File: src/rtl/seg7_scan_n.sv
`default_nettype none
// ============================================================================
// Module      : seg7_scan_n
// Description : Multiplexed N-digit seven-segment driver with leading-zero
//               blanking, hex/decimal glyphs, decimal points and PWM anode
//               brightness. All display inputs are sampled once per frame
//               into shadow registers so a frame is always self-consistent.
// Ports       : clk, rst (async, active-high)
//               i_digits_in  [4*DIGITS-1:0]  nibble per digit, digit 0 = LSD
//               i_dp_in      [DIGITS-1:0]    decimal point request per digit
//               i_blank_lz                   leading-zero blanking enable
//               i_hex_mode                   1 = show 10..15 as A b C d E F
//               i_brightness [PWM_BITS-1:0]  anode duty select
//               o_seg_n      [6:0]           segments a..g, active-low
//               o_dp_n                       decimal point, active-low
//               o_dig_n      [DIGITS-1:0]    digit anodes, active-low
//               o_frame_sync                 one-cycle pulse after capture
// Revision    : 1.0 - initial release
// ============================================================================
module seg7_scan_n #(
  parameter int DIGITS   = 3,
  parameter int SCAN_DIV = 27000,
  parameter int PWM_BITS = 4
) (
  input  logic                  clk,
  input  logic                  rst,
  input  logic [4*DIGITS-1:0]   i_digits_in,
  input  logic [DIGITS-1:0]     i_dp_in,
  input  logic                  i_blank_lz,
  input  logic                  i_hex_mode,
  input  logic [PWM_BITS-1:0]   i_brightness,
  output logic [6:0]            o_seg_n,
  output logic                  o_dp_n,
  output logic [DIGITS-1:0]     o_dig_n,
  output logic                  o_frame_sync
);

  localparam int c_PRE_W = (SCAN_DIV > 1) ? $clog2(SCAN_DIV) : 1;
  localparam int c_IDX_W = (DIGITS > 1) ? $clog2(DIGITS) : 1;
  localparam int c_STEP  = SCAN_DIV / (2 ** PWM_BITS);
  localparam logic [c_PRE_W-1:0] c_PRE_LAST = c_PRE_W'(SCAN_DIV - 1);
  localparam logic [c_IDX_W-1:0] c_IDX_LAST = c_IDX_W'(DIGITS - 1);

  // Scan timing state
  logic [c_PRE_W-1:0]   r_pre;
  logic [c_IDX_W-1:0]   r_idx;

  // Per-frame shadow copies of the display inputs
  logic [4*DIGITS-1:0]  r_sh_digits;
  logic [DIGITS-1:0]    r_sh_dp;
  logic                 r_sh_blank_lz;
  logic                 r_sh_hex;
  logic [PWM_BITS-1:0]  r_sh_bright;

  logic                 w_slot_end;
  logic                 w_frame_end;
  logic [31:0]          w_thresh;
  logic                 w_pwm_en;
  logic [DIGITS-1:0]    w_lz_blank;
  logic [3:0]           w_nib;
  logic                 w_cur_dp;
  logic                 w_cur_blank;
  logic                 w_on;
  logic [6:0]           w_glyph;
  logic [6:0]           w_seg_n_nxt;
  logic                 w_dp_n_nxt;
  logic [DIGITS-1:0]    w_dig_n_nxt;

  assign w_slot_end  = (r_pre == c_PRE_LAST);
  assign w_frame_end = w_slot_end && (r_idx == c_IDX_LAST);

  // --------------------------------------------------------------------------
  // Prescaler and slot index
  // --------------------------------------------------------------------------
  always_ff @(posedge clk or posedge rst) begin
    if (rst) begin
      r_pre <= '0;
      r_idx <= '0;
    end else begin
      if (w_slot_end) begin
        r_pre <= '0;
        // With a single digit the index stays at zero and every slot end
        // is also a frame boundary.
        r_idx <= (r_idx == c_IDX_LAST) ? '0 : r_idx + c_IDX_W'(1);
      end else begin
        r_pre <= r_pre + c_PRE_W'(1);
      end
    end
  end

  // --------------------------------------------------------------------------
  // Shadow capture at the frame boundary
  // --------------------------------------------------------------------------
  always_ff @(posedge clk or posedge rst) begin
    if (rst) begin
      r_sh_digits   <= '0;
      r_sh_dp       <= '0;
      r_sh_blank_lz <= 1'b0;
      r_sh_hex      <= 1'b0;
      r_sh_bright   <= '0;
    end else if (w_frame_end) begin
      r_sh_digits   <= i_digits_in;
      r_sh_dp       <= i_dp_in;
      r_sh_blank_lz <= i_blank_lz;
      r_sh_hex      <= i_hex_mode;
      r_sh_bright   <= i_brightness;
    end
  end

  // Anode is enabled for the first brightness*STEP cycles of each slot, so
  // the top code still leaves one STEP of dark time per slot.
  assign w_thresh = 32'(r_sh_bright) * 32'(c_STEP);
  assign w_pwm_en = (32'(r_pre) < w_thresh);

  // --------------------------------------------------------------------------
  // Leading-zero detection: digit i blanks when it and every more
  // significant nibble are zero. Digit 0 always shows.
  // --------------------------------------------------------------------------
  genvar gi;
  generate
    for (gi = 0; gi < DIGITS; gi++) begin : g_lz
      if (gi == 0) begin : g_lz_lsd
        assign w_lz_blank[gi] = 1'b0;
      end else begin : g_lz_upper
        assign w_lz_blank[gi] = r_sh_blank_lz &&
                                (r_sh_digits[4*DIGITS-1:4*gi] == '0);
      end
    end
  endgenerate

  // --------------------------------------------------------------------------
  // Current digit selection and next output values
  // --------------------------------------------------------------------------
  always_comb begin
    w_nib       = 4'h0;
    w_cur_dp    = 1'b0;
    w_cur_blank = 1'b0;
    for (int i = 0; i < DIGITS; i++) begin
      if (r_idx == c_IDX_W'(i)) begin
        w_nib       = r_sh_digits[4*i +: 4];
        w_cur_dp    = r_sh_dp[i];
        w_cur_blank = w_lz_blank[i];
      end
    end
  end

  // Active-high glyph, bit 0 = segment a ... bit 6 = segment g
  always_comb begin
    w_glyph = 7'h40;
    case (w_nib)
      4'h0: w_glyph = 7'h3F;
      4'h1: w_glyph = 7'h06;
      4'h2: w_glyph = 7'h5B;
      4'h3: w_glyph = 7'h4F;
      4'h4: w_glyph = 7'h66;
      4'h5: w_glyph = 7'h6D;
      4'h6: w_glyph = 7'h7D;
      4'h7: w_glyph = 7'h07;
      4'h8: w_glyph = 7'h7F;
      4'h9: w_glyph = 7'h6F;
      4'hA: w_glyph = r_sh_hex ? 7'h77 : 7'h40;
      4'hB: w_glyph = r_sh_hex ? 7'h7C : 7'h40;
      4'hC: w_glyph = r_sh_hex ? 7'h39 : 7'h40;
      4'hD: w_glyph = r_sh_hex ? 7'h5E : 7'h40;
      4'hE: w_glyph = r_sh_hex ? 7'h79 : 7'h40;
      4'hF: w_glyph = r_sh_hex ? 7'h71 : 7'h40;
      default: w_glyph = 7'h40;
    endcase
  end

  // A blanked digit still lights its anode when its decimal point is
  // requested, showing only the point.
  assign w_on = w_pwm_en && (!w_cur_blank || w_cur_dp);

  always_comb begin
    w_seg_n_nxt = (w_on && !w_cur_blank) ? ~w_glyph : 7'h7F;
    w_dp_n_nxt  = !(w_on && w_cur_dp);
    w_dig_n_nxt = '1;
    for (int i = 0; i < DIGITS; i++) begin
      if (w_on && (r_idx == c_IDX_W'(i))) begin
        w_dig_n_nxt[i] = 1'b0;
      end
    end
  end

  // --------------------------------------------------------------------------
  // Registered outputs; async reset darkens the display immediately.
  // --------------------------------------------------------------------------
  always_ff @(posedge clk or posedge rst) begin
    if (rst) begin
      o_seg_n      <= 7'h7F;
      o_dp_n       <= 1'b1;
      o_dig_n      <= '1;
      o_frame_sync <= 1'b0;
    end else begin
      o_seg_n      <= w_seg_n_nxt;
      o_dp_n       <= w_dp_n_nxt;
      o_dig_n      <= w_dig_n_nxt;
      o_frame_sync <= w_frame_end;
    end
  end

endmodule
`default_nettype wire

File: config.mk
export PLATFORM = sky130hd
export DESIGN_NAME = seg7_scan_n
export DESIGN_NICKNAME = d
export VERILOG_FILES = /design/src/rtl/seg7_scan_n.sv
export SDC_FILE = /design/constraint.sdc
export NUM_CORES = 1
export LEC_CHECK = 0
export CAP_MARGIN = 30
export CORE_MARGIN = 4
export CORE_UTILIZATION = 25
export DETAILED_ROUTE_END_ITERATION = 12
export GPL_TIMING_DRIVEN = 0
export PLACE_DENSITY_LB_ADDON = 0.15
export SLEW_MARGIN = 20
export SYNTH_ARGS = -nofsm -noshare
export SYNTH_HDL_FRONTEND = slang
export SYNTH_SLANG_ARGS = --single-unit
File: constraint.sdc
create_clock -name clk -period 8.54 [get_ports clk]
set_input_delay 1.708 -clock clk [delete_from_list [all_inputs] [get_ports clk]]
set_output_delay 1.708 -clock clk [all_outputs]
set_load 0.01 [all_outputs]
==> results of run 1 <==
synthesized netlist by cell type (3+ instances only):
master / count
ha_1: 40
dfrtp_1: 39
nor2_1: 21
mux2_4: 19
nand2_1: 16
nand3_1: 14
a21o_1: 11
dfstp_2: 11
xor2_1: 11
a21oi_1: 10
inv_1: 10
o21ai_0: 10
xnor2_1: 10
mux2i_1: 7
nand4_1: 6
nor3_1: 6
mux2_2: 5
nand2b_1: 5
and3_1: 4
and4_1: 4
clkbuf_1: 4
nor2b_1: 4
o211ai_1: 4
o22ai_1: 4
o2bb2ai_1: 4
a2bb2oi_1: 3
a31oi_1: 3
fa_1: 3
nand3b_1: 3
nor3b_1: 3
nor4_1: 3
o2111ai_1: 3
o21a_1: 3
metrics by stage:
stage | total power, W | setup slack, ns | cell area, um^2 | hold WS [ns] | cells
5_1_grt | 0.000660 | 3.15 | 4240 | 0.549 | 550
3_3_place_gp | 0.000416 | 3.56 | 4090 | 0.503 | 542
4_1_cts | 0.000626 | 3.57 | 4240 | 0.508 | 550
3_5_place_dp | 0.000419 | 3.58 | 4090 | 0.502 | 542
6_report | 0.000614 | 3.60 | 4240 | 0.506 | 550
2_1_floorplan | 0.000369 | 4.49 | 3520 | 0.458 | 328
worst reg2reg max path, stage by stage, from the launching register on:
cell	delay [ns]
dfrtp_1	0.48
fa_1	0.51
ha_1	0.33
fa_1	0.46
a21o_1	0.19
a21oi_1	0.28
o21ai_0	0.30
and4_1	0.28
nor3_1	0.34
ha_1	0.32
and4_1	0.22
and2_0	0.13
a221oi_1	0.44
clkbuf_1	0.38
nand4_1	0.17
cell type report:
cell class,instances,area share [%]
repair buffers,34,8.03
clock buffers,5,2.95
clock inverters,3,0.561
inverters,10,0.945
plain buffers,9,1.27
well taps,180,5.31
multi-input cells,259,51.1
flip-flops and latches,50,29.8
power breakdown:
group          switching [W]  internal [W]  leakage [nW]
logic              0.0000835     0.0000752          1.28
registers         0.00000726      0.000248         0.597
clock network      0.0000913      0.000110        0.0664
total               0.000182      0.000432          1.95
sequential cells by signal, summed over array words and instances (netlist names):
register and cells:
r_pre 15, r_sh_digits 12, o_seg_n 7, r_sh_bright 4
o_dig_n 3, r_sh_dp 3, r_idx 2, o_dp_n 1
o_frame_sync 1, r_sh_blank_lz 1, r_sh_hex 1
routing by layer:
| metal | track usage [%] | routed length (um) | up-vias |
|---|---|---|---|
| li1 | - | - | 1302 |
| met5 | 0 | 0 | - |
| met2 | 15.2 | 3410 | 46 |
| met3 | 1.52 | 210 | 7 |
| met1 | 15.7 | 4180 | 1256 |
| met4 | 2.65 | 98 | 0 |
how the worst max path moves through the flow:
stage	from	end	cells after the start
global route	r_sh_bright[1]	o_seg_n[5]	14
detailed placement	r_sh_bright[1]	o_seg_n[5]	14
global placement	r_sh_bright[1]	o_seg_n[6]	14
finish	r_sh_bright[1]	o_seg_n[5]	14
CTS	r_sh_bright[1]	o_seg_n[5]	14
floorplan	r_sh_bright[1]	o_seg_n[1]	15
cells by family (layout without fill, tap and decap cells):
group | Yosys count | after routing
flip-flops | 50 | 50
AO/OA/AOI/OAI | 68 | 68
adder cells (fa/ha/maj) | 43 | 43
multiplexers | 31 | 31
buffers and inverters | 19 | 61
AND/OR/NAND/NOR | 96 | 96
XOR/XNOR | 21 | 21
==> flow_summary.ini, run 1 <==
[synthesis]
synth-adder-area-share_pct = 15.9
synth_mux_area_share_pct = 11.7
ys_ff_latch = 50
synth_top_family_by_area = adder cells
synthSimpleGateAreaFrac_pct = 14.9
synth-edff-count = 0
netlist_area_mm2 = 0.00352
synth_compound_area_share_pct = 13.7
syn_avg_cell_area_um2 = 10.7
ys_types = 52
ys.flop_type = dfrtp_1
ys_top_cells_by_area = dfrtp_1 (28%), ha_1 (14%), dfstp_2 (8.2%)
synth_top_area_share_pct = 27.7
ys_seq_area_share_pct = 35.9
synthArstFlopShare_pct = 100
yosys_warnings = 0
yosysTopAreaCell = dfrtp_1
postSynthCellCount = 328
synth_xor_area_share_pct = 5.22
syn_nets = 394

[global_routing]
antenna_found_initial = 0
grt_pass1_vias = 2671
grt.total_usage_pct = 10.3
grt_max_degree = 51
grt_first_pass_wirelength_mm = 13.6
grt_overflow = 0

[critical_path]
worstRegToRegCells = 14
start_kind = flip-flop
crit_path_top_delay_cell = fa_1
crit_chain = fa_1 > ha_1 > fa_1 > a21o_1 > a21oi_1 > o21ai_0 > and4_1 > nor3_1 > ha_1 > and4_1 > and2_0 > a221oi_1 > clkbuf_1 > nand4_1
r2r-start = r_sh_bright[1]
timing.critical_path.buf_inv = 1
r2r-end = o_seg_n[5]
required_ns = 8.73
cp.arrival_ns = 5.13
cp_top_family = adder cells
crit_path_end_kind = flip-flop
path_class = flip-flop to flip-flop
path_max_fanout = 10
reg2reg_setup_slack_ns = 3.60
cpPeakStageDelay_ns = 0.51

[clock_tree]
clkTransAtPathRegs_ns = 0.07
cts_tree = built
cts_sinks = 50
htreeDepth = 2
cts-resized-gates = 0
cts_hold_buf = 0
clk-insertion-delay-late_ns = 0.30
cts_setup_buffers = 0
cts_buffers = 5
cts-root-buf = clkbuf_16
clk_path_buf_depth = 2

[sta]
clock-skew-final_ns = 0.0107
max_freq_mhz = 202
setup_tns_ns = 0
rsz0062_at_grt = false
slew-limit-headroom_pct = 52.7
fin_crit_sh_pct = 57.8
hold_violations = 0
fin_crit_ns = 4.94
worst_pin_slew_ns = 0.706
slew_violations = 0
finalSetupViolations = 0

[cells_and_area]
drive_gt1_share_pct = 14.1
nFillCells = 1412
final_common_cell = ha_1
regArea_mm2 = 0.00126
final_cell_mix = ha_1 (40), dfrtp_1 (39), clkdlybuf4s50_1 (34)
final_util_pct = 30.6
multi_input_area_mm2 = 0.00216
layout.nets = 435
area_growth_pct = 20.4
antenna_cells = 0

[floorplanning]
start_util_pct = 25.5
dieArea_mm2 = 0.0160
ios = 35
rows = 43
die_w_um = 127
die_y_um = 127
core_mm2 = 0.0138

[placement]
place.gp.congestion = 0.790
hpwlAfterDp_mm = 6.19
numPortBuffers = 34

[route]
ant_nets = 0
first_pass_iters = 4
via_count = 2611
drt_wl_total_mm = 7.90
drc = 0
vias_per_cell = 4.75
wl_per_cell_um = 14.4
drt_iter0_markers = 164

[power]
leakagePower_nw = 1.95
power_density_mw_per_mm2 = 145
ir_drop_v = 0.0000689

[min_path]
min_from = r_pre[0]
hold_path_end = r_pre[0]
min_path_cells = 1
hold_class = flip-flop to flip-flop

[outcome]
status = finished, final reports clean

[flow_run]
drv_cap = 0
(Power assumes the default switching activity.)
==> run 2: changes to the inputs <==
==> constraint.sdc (replaced) <==
create_clock -name clk -period 4.4 [get_ports clk]
set_input_delay 0.88 -clock clk [delete_from_list [all_inputs] [get_ports clk]]
set_output_delay 0.88 -clock clk [all_outputs]
set_load 0.01 [all_outputs]
==> run 2 against run 1 <==
Effect of this change:
- register-to-register slack got worse by 3.4 ns
- final cell count did not move
- critical endpoint unchanged
- power up 97%
- combinational power is 100% higher
- highest routed layer unchanged
- largest power group unchanged
==> flow_summary.ini, run 2 (synthesized netlist as in run 1, its figures left out) <==
[outcome]
status = finished, final reports clean

[route]
via_count = 2620
ant_nets = 0
vias_per_cell = 4.76
drc = 0
wl_per_cell_um = 14.5
first_pass_iters = 5
drt_iter0_markers = 166
drt_wl_total_mm = 8.00

[min_path]
hold_path_end = r_pre[0]
min_from = r_pre[0]
min_path_cells = 1
hold_class = flip-flop to flip-flop

[global_routing]
grt_max_degree = 51
grt_overflow = 0
antenna_found_initial = 0
grt_first_pass_wirelength_mm = 13.6
grt_pass1_vias = 2667
grt.total_usage_pct = 10.3

[sta]
clock-skew-final_ns = 0.0106
fin_crit_ns = 4.16
worst_pin_slew_ns = 0.692
slew_violations = 0
hold_slack_ns = 0.506
rsz0062_at_grt = false
fin_crit_sh_pct = 94.6
setup_tns_ns = 0
hold_violations = 0
slew-limit-headroom_pct = 53.7
setup_slack_ns = 0.237
max_freq_mhz = 240
finalSetupViolations = 0

[floorplanning]
die_w_um = 127
start_util_pct = 25.5
rows = 43
ios = 35
core_mm2 = 0.0138
die_y_um = 127
dieArea_mm2 = 0.0160

[critical_path]
timing.critical_path.buf_inv = 2
cp.arrival_ns = 4.36
start_kind = flip-flop
crit_path_end_kind = flip-flop
r2r-end = o_seg_n[5]
r2r-start = r_sh_bright[1]
path_max_fanout = 10
crit_chain = fa_1 > ha_1 > fa_1 > a21o_1 > a21oi_4 > o21bai_1 > a21oi_1 > xor2_1 > ha_1 > a21o_1 > a21o_1 > a21o_1 > a221oi_2 > buf_4 > buf_4 > nand4_1
cp_top_family = adder cells
cpPeakStageDelay_ns = 0.49
path_class = flip-flop to flip-flop
crit_cells = 16
required_ns = 4.59
crit_top_cell = a21o_1
worstRegToRegCells = 16
crit_path_top_delay_cell = fa_1
reg2reg_setup_slack_ns = 0.24

[cells_and_area]
top_register = r_pre
drive_gt1_share_pct = 17.0
final_cell_mix = ha_1 (40), dfrtp_1 (37), clkdlybuf4s50_1 (34)
reg_top3 = r_pre (15), r_sh_digits (12), o_seg_n (7)
area_growth_pct = 22.0
antenna_cells = 0
nFillCells = 1411
final_common_cell = ha_1
layout.nets = 435
largest_register_ffs = 15

[clock_tree]
cts_sinks = 50
clkTransAtPathRegs_ns = 0.07
cts-root-buf = clkbuf_16
htreeDepth = 2
cts_buffers = 5
clk_path_buf_depth = 2
cts_tree = built
clk-insertion-delay-late_ns = 0.30

[placement]
pre_cts_ws_ns = -0.560
hpwlAfterDp_mm = 6.19
numPortBuffers = 34
place.gp.congestion = 0.790

[power]
seq_power_share_pct = 40.9
leakagePower_nw = 1.96
power.internal_w = 0.000847
p_switching_w = 0.000363
combPwrFrac_pct = 26.8
p_clk_share_pct = 32.3
power_density_mw_per_mm2 = 282
switching_share_pct = 30.0
ir_drop_v = 0.000134

[flow_run]
drv_cap = 0
-- run 2: changes by cell type in the layout (fill, tap and decap cells not counted), sizes merged --
cell    before  now
buf          5    7
clkbuf       9    7
-- run 2: how the worst max path moves through the flow --
stage                   startpoint    endpoint  slack (ns)
floorplan           r_sh_bright[1]  o_seg_n[1]        0.35
global placement    r_sh_bright[1]  o_seg_n[6]       -0.58
detailed placement  r_sh_bright[1]  o_seg_n[5]       -0.56
CTS                 r_sh_bright[1]  o_seg_n[5]       0.006
global route        r_sh_bright[1]  o_seg_n[5]      0.0003
finish              r_sh_bright[1]  o_seg_n[5]        0.24
-- run 2: worst reg2reg max path, stage by stage, from the launching register on --
cell and delay (ns):
dfrtp_2 0.48, fa_1 0.50, ha_1 0.33, fa_1 0.46, a21o_1 0.22, a21oi_4 0.19
o21bai_1 0.08, a21oi_1 0.17, xor2_1 0.18, ha_1 0.26, a21o_1 0.16, a21o_1 0.18
a21o_1 0.18, a221oi_2 0.25, buf_4 0.16, buf_4 0.16, nand4_1 0.11
-- run 2: metrics by stage --
| stage | power, W | area, um^2 | instances | util (%) |
|---|---|---|---|---|
| after floorplan | 0.000716 | 3520 | 328 | - |
| after CTS | 0.00122 | 4270 | 550 | 30.8 |
| final | 0.00121 | 4290 | 550 | 31.1 |
| after global placement | 0.000807 | 4090 | 542 | 29.6 |
| after global routing | 0.00130 | 4290 | 550 | 31.1 |
| after detailed placement | 0.000813 | 4090 | 542 | 29.6 |
-- run 2: timing repair --
action | CTS | global route
pin swaps | 0 | 2
resized for setup | 8 | 7
setup buffers | 0 | 1
hold buffers | 0 | 0
endpoints found under the setup margin | 11 | 11
-- run 2: area by class of cell --
class / count / area [um^2] / share of cell area [%]
Sequential cell: 50 / 1270 / 29.5
Clock inverter: 3 / 23.8 / 0.554
Inverter: 10 / 40.0 / 0.932
Buffer: 8 / 53.8 / 1.25
Multi-Input combinational cell: 259 / 2210 / 51.5
Timing Repair Buffer: 35 / 348 / 8.10
Clock buffer: 5 / 125 / 2.91
Tap cell: 180 / 225 / 5.24
-- run 2: power by group through the flow --
| stage | clock (W) | sequential (W) | combinational, W |
|---|---|---|---|
| detailed placement | 0 | 0.000504 | 0.000310 |
| global route | 0.000427 | 0.000497 | 0.000372 |
| finish | 0.000391 | 0.000495 | 0.000324 |
| floorplan | 0 | 0.000503 | 0.000214 |
| CTS | 0.000409 | 0.000495 | 0.000319 |
| global placement | 0 | 0.000503 | 0.000304 |
-- run 2: routing by layer --
metal / track usage [%] / wire length, um / vias to the layer above
li1: - / - / 1303
met2: 15.2 / 3480 / 51
met4: 2.65 / 98 / 0
met1: 15.7 / 4200 / 1259
met3: 1.52 / 218 / 7
met5: 0 / 0 / -
==> run 3: changes to the inputs <==
--- a/config.mk
+++ b/config.mk
@@ -5,6 +5,7 @@
 export SDC_FILE = /design/constraint.sdc
 export NUM_CORES = 1
 export LEC_CHECK = 0
+export ABC_AREA = 1
 export CAP_MARGIN = 30
 export CORE_MARGIN = 4
 export CORE_UTILIZATION = 25
==> run 3 against run 2 <==
Effect of this change:
- sequential share of layout area rose by 0.32 points
- power shrank 25%
- global-route usage is 0.49 points higher
- clock skew fell by 0.0053 ns
- critical endpoint is now o_seg_n[1]
- wire length increased by 1.6%
- die area shrank 0.27%
==> flow_summary.ini, run 3 <==
[outcome]
status = finished, final reports clean

[critical_path]
cpPeakStageDelay_ns = 0.48
crit_path_top_delay_cell = dfrtp_1
path_max_fanout = 6
timing.critical_path.buf_inv = 2
crit_top_cell = nand2_1
cp.arrival_ns = 4.11
start_kind = flip-flop
path_class = flip-flop to flip-flop
crit_chain = inv_1 > ha_1 > inv_1 > fa_1 > ha_1 > a21oi_1 > nand2_1 > nand2_1 > nand3b_1 > nand2_1 > nand2_1 > xor2_1 > ha_1 > nand2_1 > o21bai_1 > nand2_1 > a21oi_2 > nand3_1 > o21bai_1
crit_path_end_kind = flip-flop
required_ns = 4.61
cp_top_family = adder cells

[cells_and_area]
drive_gt1_share_pct = 8.35
antenna_cells = 0
final_common_cell = nand2_1
layout.nets = 568
area_growth_pct = 20.8
final_util_pct = 30.7
final_cell_mix = nand2_1 (153), inv_1 (48), ha_1 (40)
largest_register_ffs = 15
reg_top3 = r_pre (15), r_sh_digits (12), o_seg_n (7)
top_register = r_pre

[clock_tree]
clkTransAtPathRegs_ns = 0.06
cts-root-buf = clkbuf_16
cts_sinks = 50
cts_tree = built
clk_path_buf_depth = 2
cts_buffers = 5
cts_setup_buffers = 0
htreeDepth = 2
clk-insertion-delay-late_ns = 0.29

[global_routing]
grt_overflow = 0
grt_max_degree = 51
grt.total_usage_pct = 10.8
grt_pass1_vias = 2843
antenna_found_initial = 0
grt_first_pass_wirelength_mm = 14.2

[synthesis]
synthTopCellsByCount = nand2_1 (153), inv_1 (49), ha_1 (40)
synth-edff-count = 0
synth_top_area_share_pct = 27.8
yosysMostFrequentCell = nand2_1
ys.flop_type = dfrtp_1
synthArstFlopShare_pct = 100
yosysTopAreaCell = dfrtp_1
ys_seq_area_share_pct = 36.0
syn_avg_cell_area_um2 = 7.62
ys_types = 33
ys_top_cells_by_area = dfrtp_1 (28%), nand2_1 (16%), ha_1 (14%)
netlist_area_mm2 = 0.00351
syn_nets = 527
ys_ff_latch = 50
postSynthCellCount = 461
yosys_warnings = 0

[sta]
rsz0062_at_grt = false
clock-skew-final_ns = 0.00536
finalSetupViolations = 0
fin_crit_sh_pct = 88.5
fin_crit_ns = 3.89
setup_tns_ns = 0
slew-limit-headroom_pct = 57.3
hold_violations = 0
max_freq_mhz = 257
worst_pin_slew_ns = 0.640
slew_violations = 0

[power]
total_power_w = 0.000906
ir_drop_v = 0.000122
leakagePower_nw = 2.06
power_density_mw_per_mm2 = 214

[floorplanning]
core_mm2 = 0.0138
rows = 43
dieArea_mm2 = 0.0160
ios = 35
start_util_pct = 25.4
die_y_um = 127
die_w_um = 127

[flow_run]
drv_cap = 0

[route]
drc = 0
ant_nets = 0
vias_per_cell = 4.30
first_pass_iters = 4
wl_per_cell_um = 11.9
drt_wl_total_mm = 8.13
via_count = 2936
drt_iter0_markers = 160

[placement]
place.gp.congestion = 0.846
numPortBuffers = 34
hpwlAfterDp_mm = 6.53

[min_path]
hold_class = flip-flop to flip-flop
run 3: changes by cell type after synthesis, sizes merged, moves of 5 or more:
cell,change
o21ai,+9
nand2,+137
a21o,-9
a21oi,+7
inv,+45
nand2b,-5
nor2,+19
mux2i,-7
nand3,+26
mux2,-24
xor2,-5
run 3: metal layers:
metal / GRT usage (%) / routed length, um
met2: 15.2 / 3240
met5: 0 / 0
met1: 16.7 / 4460
met4: 3.15 / 140
met3: 1.89 / 291
run 3: path summary, 6_finish.rpt:
check                          startpoint  cells past startpoint        endpoint  slack, ns
min in group asynchronous             rst                      2       r_pre[13]       1.04
max in group asynchronous             rst                      2      r_sh_dp[2]       2.93
min                        r_sh_digits[3]                      2  r_sh_digits[3]       0.49
min reg2reg                r_sh_digits[3]                      2  r_sh_digits[3]       0.49
max reg2reg                r_sh_bright[2]                     19      o_seg_n[1]       0.51
max                        r_sh_bright[2]                     19      o_seg_n[1]       0.51
run 3: layout make-up:
| type | instances | area [um^2] |
|---|---|---|
| buffer | 5 | 38.8 |
| fill | 1494 | 9590 |
| tap | 180 | 225 |
| multi-input combinational | 351 | 2000 |
| timing repair buffer | 34 | 340 |
| sequential | 50 | 1260 |
| clock buffer | 8 | 158 |
| inverter | 55 | 211 |
run 3: what timing repair did:
action,CTS,global route
hold buffers,0,0
endpoints found under the setup margin,0,7
resized for setup,0,1
run 3: logic make-up after synthesis:
family	synth area share, %
and+or+nand+nor	31.6
buffers and inverters	7.06
DFF	36.0
adders and majority gates	16.0
AOI/OAI and AO/OA	6.34
xor gates and xnor gates	2.99
run 3: power by group:
part	switching, W	total, W	internal, W
clock network	0.000171	0.000417	0.000246
logic	0.0000116	0.0000287	0.0000170
registers	0	0.000460	0.000460
run 3: worst min-delay path: cells and delay by family, from the launching register on:
family	cells	cell delay, ns
AND/OR/NAND/NOR	2	0.11
flip-flops	1	0.35
run 3: through the flow:
| stage | setup slack (ns) | cells | cell area [um^2] | hold slack (ns) |
|---|---|---|---|---|
| global placement | 0.296 | 675 | 4080 | 0.475 |
| floorplan | 0.914 | 461 | 3510 | 0.449 |
| global route | 0.0879 | 683 | 4240 | 0.514 |
| detailed placement | 0.275 | 675 | 4080 | 0.472 |
| CTS | 0.266 | 683 | 4240 | 0.491 |
| finish | 0.507 | 683 | 4240 | 0.490 |
